===== config.mk =====
export PLATFORM = sky130hd
export DESIGN_NAME = au_issue
export DESIGN_NICKNAME = d
export VERILOG_FILES = /design/src/rtl/au_pkg.sv /design/src/rtl/au_regfile.sv /design/src/rtl/au_issue.sv
export SDC_FILE = /design/constraint.sdc
export NUM_CORES = 1
export LEC_CHECK = 0
export BUFFER_PORTS_ARGS = -buffer_cell sky130_fd_sc_hd__buf_2
export CAP_MARGIN = 0
export CORE_MARGIN = 8
export CORE_UTILIZATION = 35
export DETAILED_ROUTE_END_ITERATION = 12
export GPL_TIMING_DRIVEN = 0
export PLACE_DENSITY_LB_ADDON = 0.1
export SLEW_MARGIN = 10
export SYNTH_ARGS = -nofsm -noshare
export SYNTH_HDL_FRONTEND = slang
export SYNTH_SLANG_ARGS = --single-unit
export TNS_END_PERCENT = 5

===== constraint.sdc =====
create_clock -name clk -period 4.44 [get_ports clk]
set_input_delay 0.888 -clock clk [delete_from_list [all_inputs] [get_ports clk]]
set_output_delay 0.888 -clock clk [all_outputs]
set_load 0.05 [all_outputs]

===== src/rtl/au_pkg.sv =====
// rtl/au_pkg.sv - shared widths, AU opcodes and issue FSM state type
package au_pkg;

    localparam int AU_W    = 24;
    localparam int AU_FRAC = 14;
    localparam int AU_NREG = 8;
    localparam int AU_IW   = 3;

    localparam logic [1:0] CTL_DIV = 2'b11;

    typedef enum logic [1:0] {
        ST_IDLE  = 2'd0,
        ST_ISSUE = 2'd1,
        ST_WAIT  = 2'd2,
        ST_WB    = 2'd3
    } state_t;

endpackage


===== src/rtl/au_regfile.sv =====
// rtl/au_regfile.sv - operand register file: three snapshot read ports, host read, WB-over-host write
module au_regfile
    import au_pkg::*;
#(
    parameter int W    = AU_W,
    parameter int NREG = AU_NREG
) (
    input  logic             clk,
    input  logic             rst,
    input  logic             snap,
    input  logic [AU_IW-1:0] ra,
    input  logic [AU_IW-1:0] rb,
    input  logic [AU_IW-1:0] rc,
    output logic [W-1:0]     q_r,
    output logic [W-1:0]     q_s,
    output logic [W-1:0]     q_i,
    input  logic             wb_we,
    input  logic [AU_IW-1:0] wb_addr,
    input  logic [W-1:0]     wb_data,
    input  logic             host_we,
    input  logic [AU_IW-1:0] host_addr,
    input  logic [W-1:0]     host_wdata,
    output logic [W-1:0]     host_rdata
);

    logic [W-1:0] mem [NREG];

    assign host_rdata = mem[host_addr];

    always_ff @(posedge clk) begin
        if (rst) begin
            for (int i = 0; i < NREG; i++) begin
                mem[i] <= '0;
            end
            q_r <= '0;
            q_s <= '0;
            q_i <= '0;
        end else begin
            if (host_we) begin
                mem[host_addr] <= host_wdata;
            end
            // Later assignment wins, so a same-address writeback overrides the host.
            if (wb_we) begin
                mem[wb_addr] <= wb_data;
            end
            if (snap) begin
                q_r <= mem[ra];
                q_s <= mem[rb];
                q_i <= mem[rc];
            end
        end
    end

endmodule


===== src/rtl/au_issue.sv =====
// rtl/au_issue.sv - single-command issue unit for the AU; AU_ISSUE_TIMEOUT_EN adds a WAIT timeout
module au_issue
    import au_pkg::*;
#(
    parameter int W    = AU_W,
    parameter int FRAC = AU_FRAC,
    parameter int NREG = AU_NREG,
    parameter int TMO  = 64
) (
    input  logic             clk,
    input  logic             rst,
    input  logic             cmd_valid,
    output logic             cmd_ready,
    input  logic [1:0]       cmd_op,
    input  logic [8:0]       cmd_src,
    input  logic [AU_IW-1:0] cmd_rd,
    output logic             au_start,
    output logic [W-1:0]     au_r,
    output logic [W-1:0]     au_s,
    output logic [W-1:0]     au_i,
    output logic [1:0]       au_ctl_d,
    input  logic [W-1:0]     au_result,
    input  logic             au_done,
    input  logic             au_busy,
    output logic             cpl_valid,
    output logic [AU_IW-1:0] cpl_rd,
    output logic             cpl_err,
    input  logic             host_we,
    input  logic [AU_IW-1:0] host_addr,
    input  logic [W-1:0]     host_wdata,
    output logic [W-1:0]     host_rdata
);

    if (FRAC >= W || TMO < 1 || NREG > (1 << AU_IW)) begin : g_bad_cfg
        $error("au_issue: invalid parameter set");
    end

    state_t           state;
    logic             start_q;
    logic [1:0]       op_q;
    logic [AU_IW-1:0] rd_q;
    logic [W-1:0]     res_q;
    logic             snap;
    logic             wb_we;

    assign cmd_ready = (state == ST_IDLE);
    assign snap      = cmd_ready && cmd_valid;
    assign au_start  = start_q;
    assign au_ctl_d  = op_q;
    assign cpl_valid = (state == ST_WB);
    assign cpl_rd    = cpl_valid ? rd_q : '0;
    assign wb_we     = cpl_valid && !cpl_err;

`ifdef AU_ISSUE_TIMEOUT_EN
    localparam int TW = $clog2(TMO + 1);
    logic [TW-1:0] tmo_cnt;
    logic          tmo_hit;
    logic          err_q;

    assign tmo_hit = (tmo_cnt == TW'(TMO - 1));
    assign cpl_err = cpl_valid && err_q;

    always_ff @(posedge clk) begin
        if (rst || state != ST_WAIT) begin
            tmo_cnt <= '0;
        end else begin
            tmo_cnt <= tmo_cnt + 1'b1;
        end
    end
`else
    assign cpl_err = 1'b0;
`endif

    always_ff @(posedge clk) begin
        if (rst) begin
            state   <= ST_IDLE;
            start_q <= 1'b0;
            op_q    <= '0;
            rd_q    <= '0;
            res_q   <= '0;
`ifdef AU_ISSUE_TIMEOUT_EN
            err_q   <= 1'b0;
`endif
        end else begin
            start_q <= 1'b0;
            case (state)
                ST_IDLE: begin
                    if (cmd_valid) begin
                        op_q  <= cmd_op;
                        rd_q  <= cmd_rd;
                        state <= ST_ISSUE;
`ifdef AU_ISSUE_TIMEOUT_EN
                        err_q <= 1'b0;
`endif
                    end
                end
                ST_ISSUE: begin
                    // Start is registered: the pulse lasts exactly the cycle before WAIT.
                    if (start_q) begin
                        state <= ST_WAIT;
                    end else if (!au_busy) begin
                        start_q <= 1'b1;
                    end
                end
                ST_WAIT: begin
                    if (au_done) begin
                        res_q <= au_result;
                        state <= ST_WB;
                    end
`ifdef AU_ISSUE_TIMEOUT_EN
                    else if (tmo_hit) begin
                        err_q <= 1'b1;
                        state <= ST_WB;
                    end
`endif
                end
                default: state <= ST_IDLE;
            endcase
        end
    end

    au_regfile #(
        .W    (W),
        .NREG (NREG)
    ) u_regfile (
        .clk        (clk),
        .rst        (rst),
        .snap       (snap),
        .ra         (cmd_src[8:6]),
        .rb         (cmd_src[5:3]),
        .rc         (cmd_src[2:0]),
        .q_r        (au_r),
        .q_s        (au_s),
        .q_i        (au_i),
        .wb_we      (wb_we),
        .wb_addr    (rd_q),
        .wb_data    (res_q),
        .host_we    (host_we),
        .host_addr  (host_addr),
        .host_wdata (host_wdata),
        .host_rdata (host_rdata)
    );

endmodule


==> results of run 1 <==
-- critical path, delay by kind of cell --
family,cells,cell delay [ps]
buffers and inverters,3,1090
AND/OR/NAND/NOR,1,800
AO/OA/AOI/OAI,2,690
-- power groups by stage --
stage / combinational, mW / clock [mW] / sequential, mW
after floorplan: 1.29 / 0 / 4.19
after global placement: 2.77 / 0 / 3.68
after detailed placement: 2.78 / 0 / 3.69
after CTS: 2.79 / 3.03 / 3.63
after global routing: 2.97 / 3.14 / 3.68
final: 2.79 / 2.98 / 3.66
-- cell families (layout without fill, tap and decap cells) --
kind of cell / count (synthesis) / in the layout / share of synthesized area
AO/OA/AOI/OAI: 522 / 522 / 0.221
AND/OR/NAND/NOR: 312 / 312 / 0.0807
buffers and inverters: 217 / 422 / 0.0509
multiplexers: 350 / 350 / 0.201
flip-flops: 296 / 296 / 0.444
other: 1 / 3 / 0.000212
adder cells (fa/ha/maj): 4 / 4 / 0.00283
-- layout make-up --
class	count	area (sq um)
Tap cell	672	841
Clock inverter	15	224
Sequential cell	296	7850
Clock buffer	47	961
Buffer	212	883
Timing Repair Buffer	143	716
Antenna cell	2	5.00
Inverter	5	18.8
Multi-Input combinational cell	1189	8930
Fill cell	5066	29600
-- state kept, by name, summed over array words and instances, names as in the netlist --
name / cells
u_regfile.q_s: 24
rd_q: 3
res_q: 24
au_ctl_d: 2
u_regfile.q_r: 24
au_start: 1
state: 2
u_regfile.q_i: 24
u_regfile.mem: 192
-- metrics by stage --
| step | cells | hold WS [ps] | area, sq um | setup WS (ps) | power [mW] |
|---|---|---|---|---|---|
| 6_report | 2581 | 461 | 20400 | 67.3 | 9.43 |
| 5_1_grt | 2580 | 466 | 20400 | 53.5 | 9.79 |
| 4_1_cts | 2579 | 458 | 20400 | 173 | 9.45 |
| 3_5_place_dp | 2517 | 452 | 19200 | 174 | 6.47 |
| 3_3_place_gp | 2517 | 441 | 19200 | 123 | 6.45 |
| 2_1_floorplan | 1702 | 453 | 17700 | 911 | 5.48 |
-- worst paths after layout --
| kind | from | end | cells past startpoint |
|---|---|---|---|
| setup / recovery | host_addr[2] | host_rdata[1] | 6 |
| hold / removal | au_ctl_d[1]$_SDFFE_PP0P_ | au_ctl_d[1]$_SDFFE_PP0P_ | 2 |
| hold reg to reg | au_ctl_d[1]$_SDFFE_PP0P_ | au_ctl_d[1]$_SDFFE_PP0P_ | 2 |
| setup reg to reg | state[0]$_SDFFE_PP0P_ | u_regfile.q_r[6]$_SDFFE_PP0P_ | 8 |
-- per-layer routing --
metal,vias up,GRT usage,share of wire
met4,2,0.0676,0.021
met2,807,0.402,0.42
met5,-,0,0.00011
li1,6916,-,-
met3,96,0.0565,0.085
met1,7746,0.402,0.47
-- layout by cell type, fill, tap and decap left out, drive strengths merged, types with 2 or more instances in the layout --
cell / count
ha: 4
edfxtp: 192
o221ai: 13
a22o: 196
a221oi: 14
o22ai: 6
nand2b: 2
and2: 11
nand2: 90
clkbuf: 140
buf: 262
dfxtp: 104
o2bb2ai: 4
or3b: 8
mux2: 39
nor2b: 9
nor3b: 2
nor3: 77
a22oi: 164
inv: 5
nor2: 111
bufinv: 4
clkinv: 11
diode: 2
mux2i: 311
a21oi: 119
o211ai: 4
-- what timing repair did --
item                                    in CTS  in global routing
endpoints found under the setup margin       0                  1
buffers inserted                             0                  0
gates resized for setup                      0                  2
==> qor.txt, run 1 <==
ys flop type: edfxtp_1
global-route wire length before repair: 114 mm
vias in the first global route: 15.1k
Synth Register Bits: 296
Switch Pwr: 3.65 mW
Setup TNS: 0 ps
critical-path cell list: buf_2 -> clkinv_1 -> nor2_1 -> a22oi_1 -> o221ai_1 -> buf_2
critical path capture point type: output port
number of buffers created by CTS: 35
final core occ: 0.408
Crit path arrival time: 3480 ps
Hold Crit Class: flip-flop to flip-flop
Commonest cells post-synth: mux2i_1 (311), a22o_1 (196), edfxtp_1 (192)
cell area power density: 462 mW/mm^2
WL final: 81.4 mm
Vert. Die Dim: 241 um
largest net degree at the start of global routing: 25
Mean Syn Cell Area: 10.4 sq um
clock latency on the worst-skew pair: 570 ps
outcome: completed
CTS Hold Bufs: 0
Reg2Reg Setup Slack: 1510 ps
max_cap viols: 0
GRT overflow: 0
largest stage delay on the critical path: 800 ps
Data required, critical path: 3550 ps
post-DR wirelength/cell: 31.5 um
top-area cell type share of the netlist area: 0.326
CTS tree: yes
Layout Nets: 1,957
initial antenna violation count: 2
Slew HR: 0.221
core area: 0.0501 sq mm
Tot GR Track Use: 0.273
Setup crit start kind: input pin
number of flops mapped to enable cells by yosys: 192
VDD IR max: 0.000255 V
clock share of power: 0.316
largest cells by area after synthesis: edfxtp_1 (33%), mux2i_1 (18%), dfxtp_1 (12%)
switching share of power: 0.388
RSZ-0062 raised after global routing: no
share of cells above drive strength 1: 0.160
I/O Buffers: 143
Worst-path clk slew: 60 ps
highest clock rate: 0.229 GHz
Max Transition Viols Final: 0
internal power: 5.78 mW
starting density of the core: 0.353
combinational share of power: 0.296
CP most frequent cell: buf_2
Rows: 82
Tcrit/Tclk final: 0.985
Clock Sinks: 296
CTS max path bufs: 3
Gate Count Post-Synth: 1,702
Reg power frac: 0.388
starting DRC count in detailed routing: 1,633
clock skew: 17.5 ps
Vias per Instance: 6.03
FFs w/ async S/R, synth: 0
Yosys Warn Count: 0
Distinct cells, synth: 38
Vias: 15.6k
post-route ant nets: 0
full die area: 0.0580 sq mm
biggest area consumer among synthesized cells: edfxtp_1
Layout area overhead: 15.5%
Syn Nets: 1,777
gpl congestion: 0.981
worst-margin pin slew: 1160 ps
Root Driver: clkbuf_16
Leak Pwr: 8.02 nW
Final Hold Viols: 0
kind of critical path: input pin to output port
Final min period: 4370 ps
Finish-stage setup viols: 0
DRC Markers: 0
HPWL after DPL: 64.6 mm
sequential-to-total area share from yosys stat: 0.444
most numerous cell in the Yosys netlist: mux2i_1
Die Width: 241 um
Crit-path slowest cell: nor2_1
Critical Path Fanout Max: 10
mapped cell area: 0.0177 sq mm
H-tree depth: 2
drt first pass iters: 7
I/O pin cnt: 176
Power figures use the tool's default switching activity.
==> inputs of run 2 (changes only) <==
Settings changed: CORE_UTILIZATION 35 to 60, CTS_BUF_LIST set to sky130_fd_sc_hd__clkbuf_16, CTS_CLUSTER_DIAMETER set to 40.
==> run 2 against run 1 <==
  * Non-clock buffer count is the same
  * Worst setup slack improved by 9.9 ps
  * Register-to-register slack gained 130 ps
  * Clock-buffer cell count shrank 14
  * Critical path depth is the same
  * Hold slack improved by 3.7 ps
  * Core utilization rose by 27 points
  * Sequential share of layout area grew 1.0 points
==> qor.txt, run 2 (same netlist as run 1, synthesis figures left out) <==
Reg2Reg Setup Slack: 1640 ps (was 1510 ps)
Tcrit/Tclk final: 0.983 (was 0.985)
Die Width: 188 um (was 241 um)
Max Transition Viols Final: 0 (unchanged)
Setup crit start kind: input pin (unchanged)
kind of critical path: input pin to output port (unchanged)
clock skew: 12.9 ps (was 17.5 ps)
clock latency on the worst-skew pair: 570 ps (about the same)
WHS: 465 ps (was 461 ps)
Finish-stage setup viols: 0 (unchanged)
CTS max path bufs: 3 (unchanged)
CTS tree: yes (unchanged)
combinational share of power: 0.309 (was 0.296)
R2R cell count: 8 (unchanged)
worst hold path endpoint: au_ctl_d[1]$_SDFFE_PP0P_ (unchanged)
Slew HR: 0.297 (was 0.221)
vias in the first global route: 15.3k (was 15.1k)
Critical Path Fanout Max: 10 (unchanged)
Root Driver: clkbuf_16 (unchanged)
switching share of power: 0.387 (was 0.388)
Setup TNS: 0 ps (unchanged)
gpl congestion: 1.06 (was 0.981)
WL final: 68.5 mm (was 81.4 mm)
RR Startpoint: state[1]$_SDFFE_PP0P_ (was state[0]$_SDFFE_PP0P_)
Hold Crit Class: flip-flop to flip-flop (unchanged)
Leak Pwr: 7.95 nW (was 8.02 nW)
Tot GR Track Use: 0.370 (was 0.273)
Final Hold Viols: 0 (unchanged)
worst-margin pin slew: 1050 ps (was 1160 ps)
most common cell after layout, fill and taps aside: mux2i_1 (unchanged)
CTS Hold Bufs: 0 (unchanged)
Rows: 63 (was 82)
full die area: 0.0352 sq mm (was 0.0580 sq mm)
outcome: completed (unchanged)
GRT overflow: 0 (unchanged)
Final min period: 4360 ps (was 4370 ps)
initial antenna violation count: 1 (was 2)
setup bufs post-CTS: 0 (unchanged)
H-tree depth: 1 (was 2)
post_cts resized: 0 (unchanged)
Crit path arrival time: 3470 ps (was 3480 ps)
Vias per Instance: 7.02 (was 6.03)
post-route ant nets: 0 (unchanged)
VDD IR max: 0.000381 V (was 0.000255 V)
max_cap viols: 0 (unchanged)
global-route wire length before repair: 98.9 mm (was 114 mm)
starting DRC count in detailed routing: 2,362 (was 1,633)
HPWL after DPL: 53.5 mm (was 64.6 mm)
DP Area: 0.0189 sq mm (was 0.0192 sq mm)
RSZ-0062 raised after global routing: no (unchanged)
Reg power frac: 0.407 (was 0.388)
DRC Markers: 0 (unchanged)
number of buffers created by CTS: 30 (was 35)
Switch Pwr: 3.45 mW (was 3.65 mW)
largest net degree at the start of global routing: 25 (unchanged)
final instance area: 0.0199 sq mm (was 0.0204 sq mm)
share of cells above drive strength 1: 0.159 (was 0.160)
Layout Nets: 1,952 (was 1,957)
drt first pass iters: 6 (was 7)
I/O pin cnt: 176 (unchanged)
internal power: 5.46 mW (was 5.78 mW)
Clock Sinks: 296 (unchanged)
Worst-path clk slew: 60 ps (about the same)
critical path capture point type: output port (unchanged)
hold path startpoint: au_ctl_d[1]$_SDFFE_PP0P_ (unchanged)
starting density of the core: 0.603 (was 0.353)
highest clock rate: 0.229 GHz (about the same)
core area: 0.0293 sq mm (was 0.0501 sq mm)
max reg flops: 192 (unchanged)
hold path depth: 2 (unchanged)
Layout area overhead: 12.5% (was 15.5%)
Vias: 16.1k (was 15.6k)
Setup WS pre-CTS: 294 ps (was 174 ps)
most frequent cells in the layout: mux2i_1 (311), buf_2 (197), a22o_1 (196), edfxtp_1 (192), a22oi_1 (164) (unchanged)
R2R Path End: u_regfile.q_r[8]$_SDFFE_PP0P_ (was u_regfile.q_r[6]$_SDFFE_PP0P_)
Most flops, register: u_regfile.mem (unchanged)
cell area power density: 448 mW/mm^2 (was 462 mW/mm^2)
Vert. Die Dim: 188 um (was 241 um)
post-DR wirelength/cell: 29.9 um (was 31.5 um)
Data required, critical path: 3550 ps (about the same)
Setup WS post-layout: 77.2 ps (was 67.3 ps)
diode count: 0 (was 2)
I/O Buffers: 143 (unchanged)
clock share of power: 0.284 (was 0.316)
==> run 2: cell count changes in the layout (fill, tap and decap cells not counted), moves of 2 or more <==
cell and delta:
bufinv_16 -2, clkbuf_1 -7, clkbuf_16 -2, clkbuf_8 -4, clkinv_1 +3, clkinv_16 -2
clkinvlp_4 +2, diode_2 -2, inv_2 +3, inv_4 +2
==> run 2: how the worst max path moves through the flow <==
stage | from | to | slack (ps) | cells past startpoint
final | host_addr[1] | host_rdata[0] | 80 | 6
after global routing | host_addr[1] | host_rdata[12] | 160 | 6
after CTS | host_addr[1] | host_rdata[0] | 290 | 6
after detailed placement | host_addr[1] | host_rdata[0] | 290 | 6
after global placement | host_addr[1] | host_rdata[12] | 290 | 8
after floorplan | host_addr[1] | host_rdata[0] | 910 | 5
==> run 2: power by group through the flow <==
stage / Clock [mW] / Combinational (mW) / Sequential [mW]
floorplan: 0 / 1.29 / 4.19
global placement: 0 / 2.64 / 3.64
detailed placement: 0 / 2.68 / 3.65
CTS: 2.53 / 2.71 / 3.60
global route: 2.61 / 2.89 / 3.65
finish: 2.53 / 2.75 / 3.63
==> run 2: worst max-delay path, cell delays in order <==
cell      delay, ps
clkbuf_1        340
nor2b_1         670
clkbuf_1        540
a22oi_1         180
o221ai_1        470
buf_2           360
==> run 2: area by class of cell <==
type,count,area [sq um]
flip-flops and latches,296,7850
plain buffers,212,882
well taps,390,488
repair buffers,143,716
inverters,5,18.8
multi-input cells,1189,8930
fillers,2320,9430
clock inverters,23,180
clock buffers,33,826
==> run 2: layer usage <==
metal	vias up	track usage	part of all wire	wire (um)
met5	-	0	0.00019	13
met4	2	0.137	0.037	2570
met3	197	0.122	0.16	11300
met2	1329	0.529	0.41	27800
met1	7649	0.516	0.39	26800
li1	6908	-	-	-
==> run 2: stage by stage <==
| step | util | total power, mW | cells |
|---|---|---|---|
| 3_3_place_gp | 0.644 | 6.28 | 2235 |
| 2_1_floorplan | - | 5.48 | 1702 |
| 6_report | 0.678 | 8.92 | 2291 |
| 5_1_grt | 0.678 | 9.15 | 2291 |
| 3_5_place_dp | 0.644 | 6.34 | 2235 |
| 4_1_cts | 0.678 | 8.83 | 2291 |
==> inputs of run 3 (changes only) <==
Settings changed: CELL_PAD_IN_SITES_DETAIL_PLACEMENT set to 0, CELL_PAD_IN_SITES_GLOBAL_PLACEMENT set to 1, CORE_UTILIZATION 60 to 51.
==> run 3 against run 2 <==
  * Hold slack got worse by 2.2 ps
  * Critical path depth did not move
  * Die area rose by 16%
  * Clock power rose by 12%
  * Combinational power barely moved
  * Clock-buffer cell count rose by 4
  * Maximum frequency fell by 1.2%
  * Critical endpoint unchanged
  * Highest routed layer unchanged
==> qor.txt, run 3 (same netlist as run 1, synthesis figures left out) <==
outcome: completed (unchanged)
hold path depth: 2 (unchanged)
Final min period: 4420 ps (was 4360 ps)
final core occ: 0.586 (was 0.678)
Most Crowded Layer GR: met2 (unchanged)
Vias: 16.0k (was 16.1k)
share of cells above drive strength 1: 0.162 (was 0.159)
Setup WS pre-CTS: 180 ps (was 294 ps)
worst hold path endpoint: au_ctl_d[1]$_SDFFE_PP0P_ (unchanged)
highest clock rate: 0.226 GHz (was 0.229 GHz)
total power: 9.26 mW (was 8.92 mW)
cell family with most CP delay: buffers and inverters (unchanged)
DRC Markers: 0 (unchanged)
H-tree depth: 2 (was 1)
Final Hold Viols: 0 (unchanged)
GRT overflow: 0 (unchanged)
Die Width: 202 um (was 188 um)
post-DR wirelength/cell: 31.3 um (was 29.9 um)
largest stage delay on the critical path: 620 ps (was 670 ps)
max_cap viols: 0 (unchanged)
WL final: 73.9 mm (was 68.5 mm)
hold path startpoint: au_ctl_d[1]$_SDFFE_PP0P_ (unchanged)
Max Transition Viols Final: 0 (unchanged)
VDD IR max: 0.000534 V (was 0.000381 V)
kind of critical path: input pin to output port (unchanged)
I/O Buffers: 143 (unchanged)
Worst-path clk slew: 50 ps (was 60 ps)
Setup crit start kind: input pin (unchanged)
Vias per Instance: 6.76 (was 7.02)
post_cts resized: 0 (unchanged)
worst-margin pin slew: 1160 ps (was 1050 ps)
drt first pass iters: 6 (unchanged)
met2 usage: 0.496 (was 0.529)
initial antenna violation count: 1 (unchanged)
Tot GR Track Use: 0.347 (was 0.370)
critical path capture point type: output port (unchanged)
CTS max path bufs: 3 (unchanged)
Crit-path slowest cell: nor2b_1 (unchanged)
GR Util met3: 0.122 (about the same)
Tcrit/Tclk final: 0.995 (was 0.983)
full die area: 0.0409 sq mm (was 0.0352 sq mm)
R2R Path End: u_regfile.q_i[21]$_SDFFE_PP0P_ (was u_regfile.q_r[8]$_SDFFE_PP0P_)
clock latency on the worst-skew pair: 560 ps (was 570 ps)
Layout area overhead: 13.8% (was 12.5%)
post-route ant nets: 0 (unchanged)
starting DRC count in detailed routing: 2,001 (was 2,362)
Crit path arrival time: 3530 ps (was 3470 ps)
gpl congestion: 1.03 (was 1.06)
Slew HR: 0.225 (was 0.297)
crit path buf inv count: 3 (unchanged)
Reg2Reg Setup Slack: 1610 ps (was 1640 ps)
CTS Hold Bufs: 0 (unchanged)
max reg flops: 192 (unchanged)
Most flops, register: u_regfile.mem (unchanged)
I/O pin cnt: 176 (unchanged)
core area: 0.0344 sq mm (was 0.0293 sq mm)
global-route wire length before repair: 105 mm (was 98.9 mm)
starting density of the core: 0.514 (was 0.603)
Hold Crit Class: flip-flop to flip-flop (unchanged)
largest net degree at the start of global routing: 25 (unchanged)
CTS tree: yes (unchanged)
most frequent cells in the layout: mux2i_1 (311), buf_2 (197), a22o_1 (196), edfxtp_1 (192), a22oi_1 (164) (unchanged)
most common cell after layout, fill and taps aside: mux2i_1 (unchanged)
RR Startpoint: state[0]$_SDFFE_PP0P_ (was state[1]$_SDFFE_PP0P_)
Critical Path Fanout Max: 10 (unchanged)
vias in the first global route: 15.5k (was 15.3k)
Setup WS post-layout: 23.2 ps (was 77.2 ps)
Root Driver: clkbuf_16 (unchanged)
WHS: 462 ps (was 465 ps)
Finish-stage setup viols: 0 (unchanged)
R2R cell count: 7 (was 8)
HPWL after DPL: 57.8 mm (was 53.5 mm)
clock skew: 13.7 ps (was 12.9 ps)
M1 GR Usage: 0.478 (was 0.516)
Rows: 68 (was 63)
cell area power density: 460 mW/mm^2 (was 448 mW/mm^2)
CP most frequent cell: clkbuf_1 (unchanged)
Leak Pwr: 8.03 nW (was 7.95 nW)
Setup TNS: 0 ps (unchanged)
setup bufs post-CTS: 0 (unchanged)
Layout Nets: 1,958 (was 1,952)
Clock Sinks: 296 (unchanged)
diode count: 0 (unchanged)
RSZ-0062 raised after global routing: no (unchanged)
Data required, critical path: 3550 ps (about the same)
Vert. Die Dim: 202 um (was 188 um)
critical-path cell list: clkbuf_1 -> nor2b_1 -> clkbuf_1 -> a22oi_1 -> o221ai_1 -> buf_2 (unchanged)
number of buffers created by CTS: 36 (was 30)
[run 3: cell types whose count changed in the layout (fill, tap and decap cells not counted), sizes merged]
cell	before	now
bufinv	2	1
clkbuf	126	130
clkinv	12	16
clkinvlp	2	1
inv	12	15
[run 3: metal layers]
| layer | share of wire | wire length [um] | vias up |
|---|---|---|---|
| met2 | 0.41 | 30300 | 1161 |
| met5 | 0.00087 | 64 | - |
| met3 | 0.14 | 10500 | 170 |
| met4 | 0.037 | 2720 | 4 |
| met1 | 0.41 | 30400 | 7737 |
| li1 | - | - | 6913 |
[run 3: where the power goes]
group          total, mW  switching, mW  internal (mW)
Clock               2.84           1.23           1.61
Combinational       2.78           2.06          0.719
Sequential          3.64          0.356           3.29
[run 3: worst max path at each step]
stage                 start             end  depth (start not counted)
6_report       host_addr[1]   host_rdata[0]                          6
2_1_floorplan  host_addr[1]   host_rdata[0]                          5
3_5_place_dp   host_addr[1]  host_rdata[12]                          8
5_1_grt        host_addr[1]   host_rdata[2]                          8
4_1_cts        host_addr[1]  host_rdata[12]                          8
3_3_place_gp   host_addr[1]  host_rdata[12]                          8
[run 3: final cells by class]
cell class	instances	area (sq um)
buffer	212	882
clock buffer	37	926
clock inverter	28	234
fill	2929	14200
inverter	5	18.8
multi-input combinational	1189	8930
sequential	296	7850
tap	455	569
timing repair buffer	143	716
[run 3: through the flow]
stage	instances	instance area (sq um)
finish	2365	20100
global placement	2300	19000
CTS	2365	20100
global route	2365	20100
floorplan	1702	17700
detailed placement	2300	19000
[run 3: worst min-delay path, stage by stage, from the launching register on]
cell and delay (ps):
dfxtp_1 310, nand2_1 50, a21oi_1 50
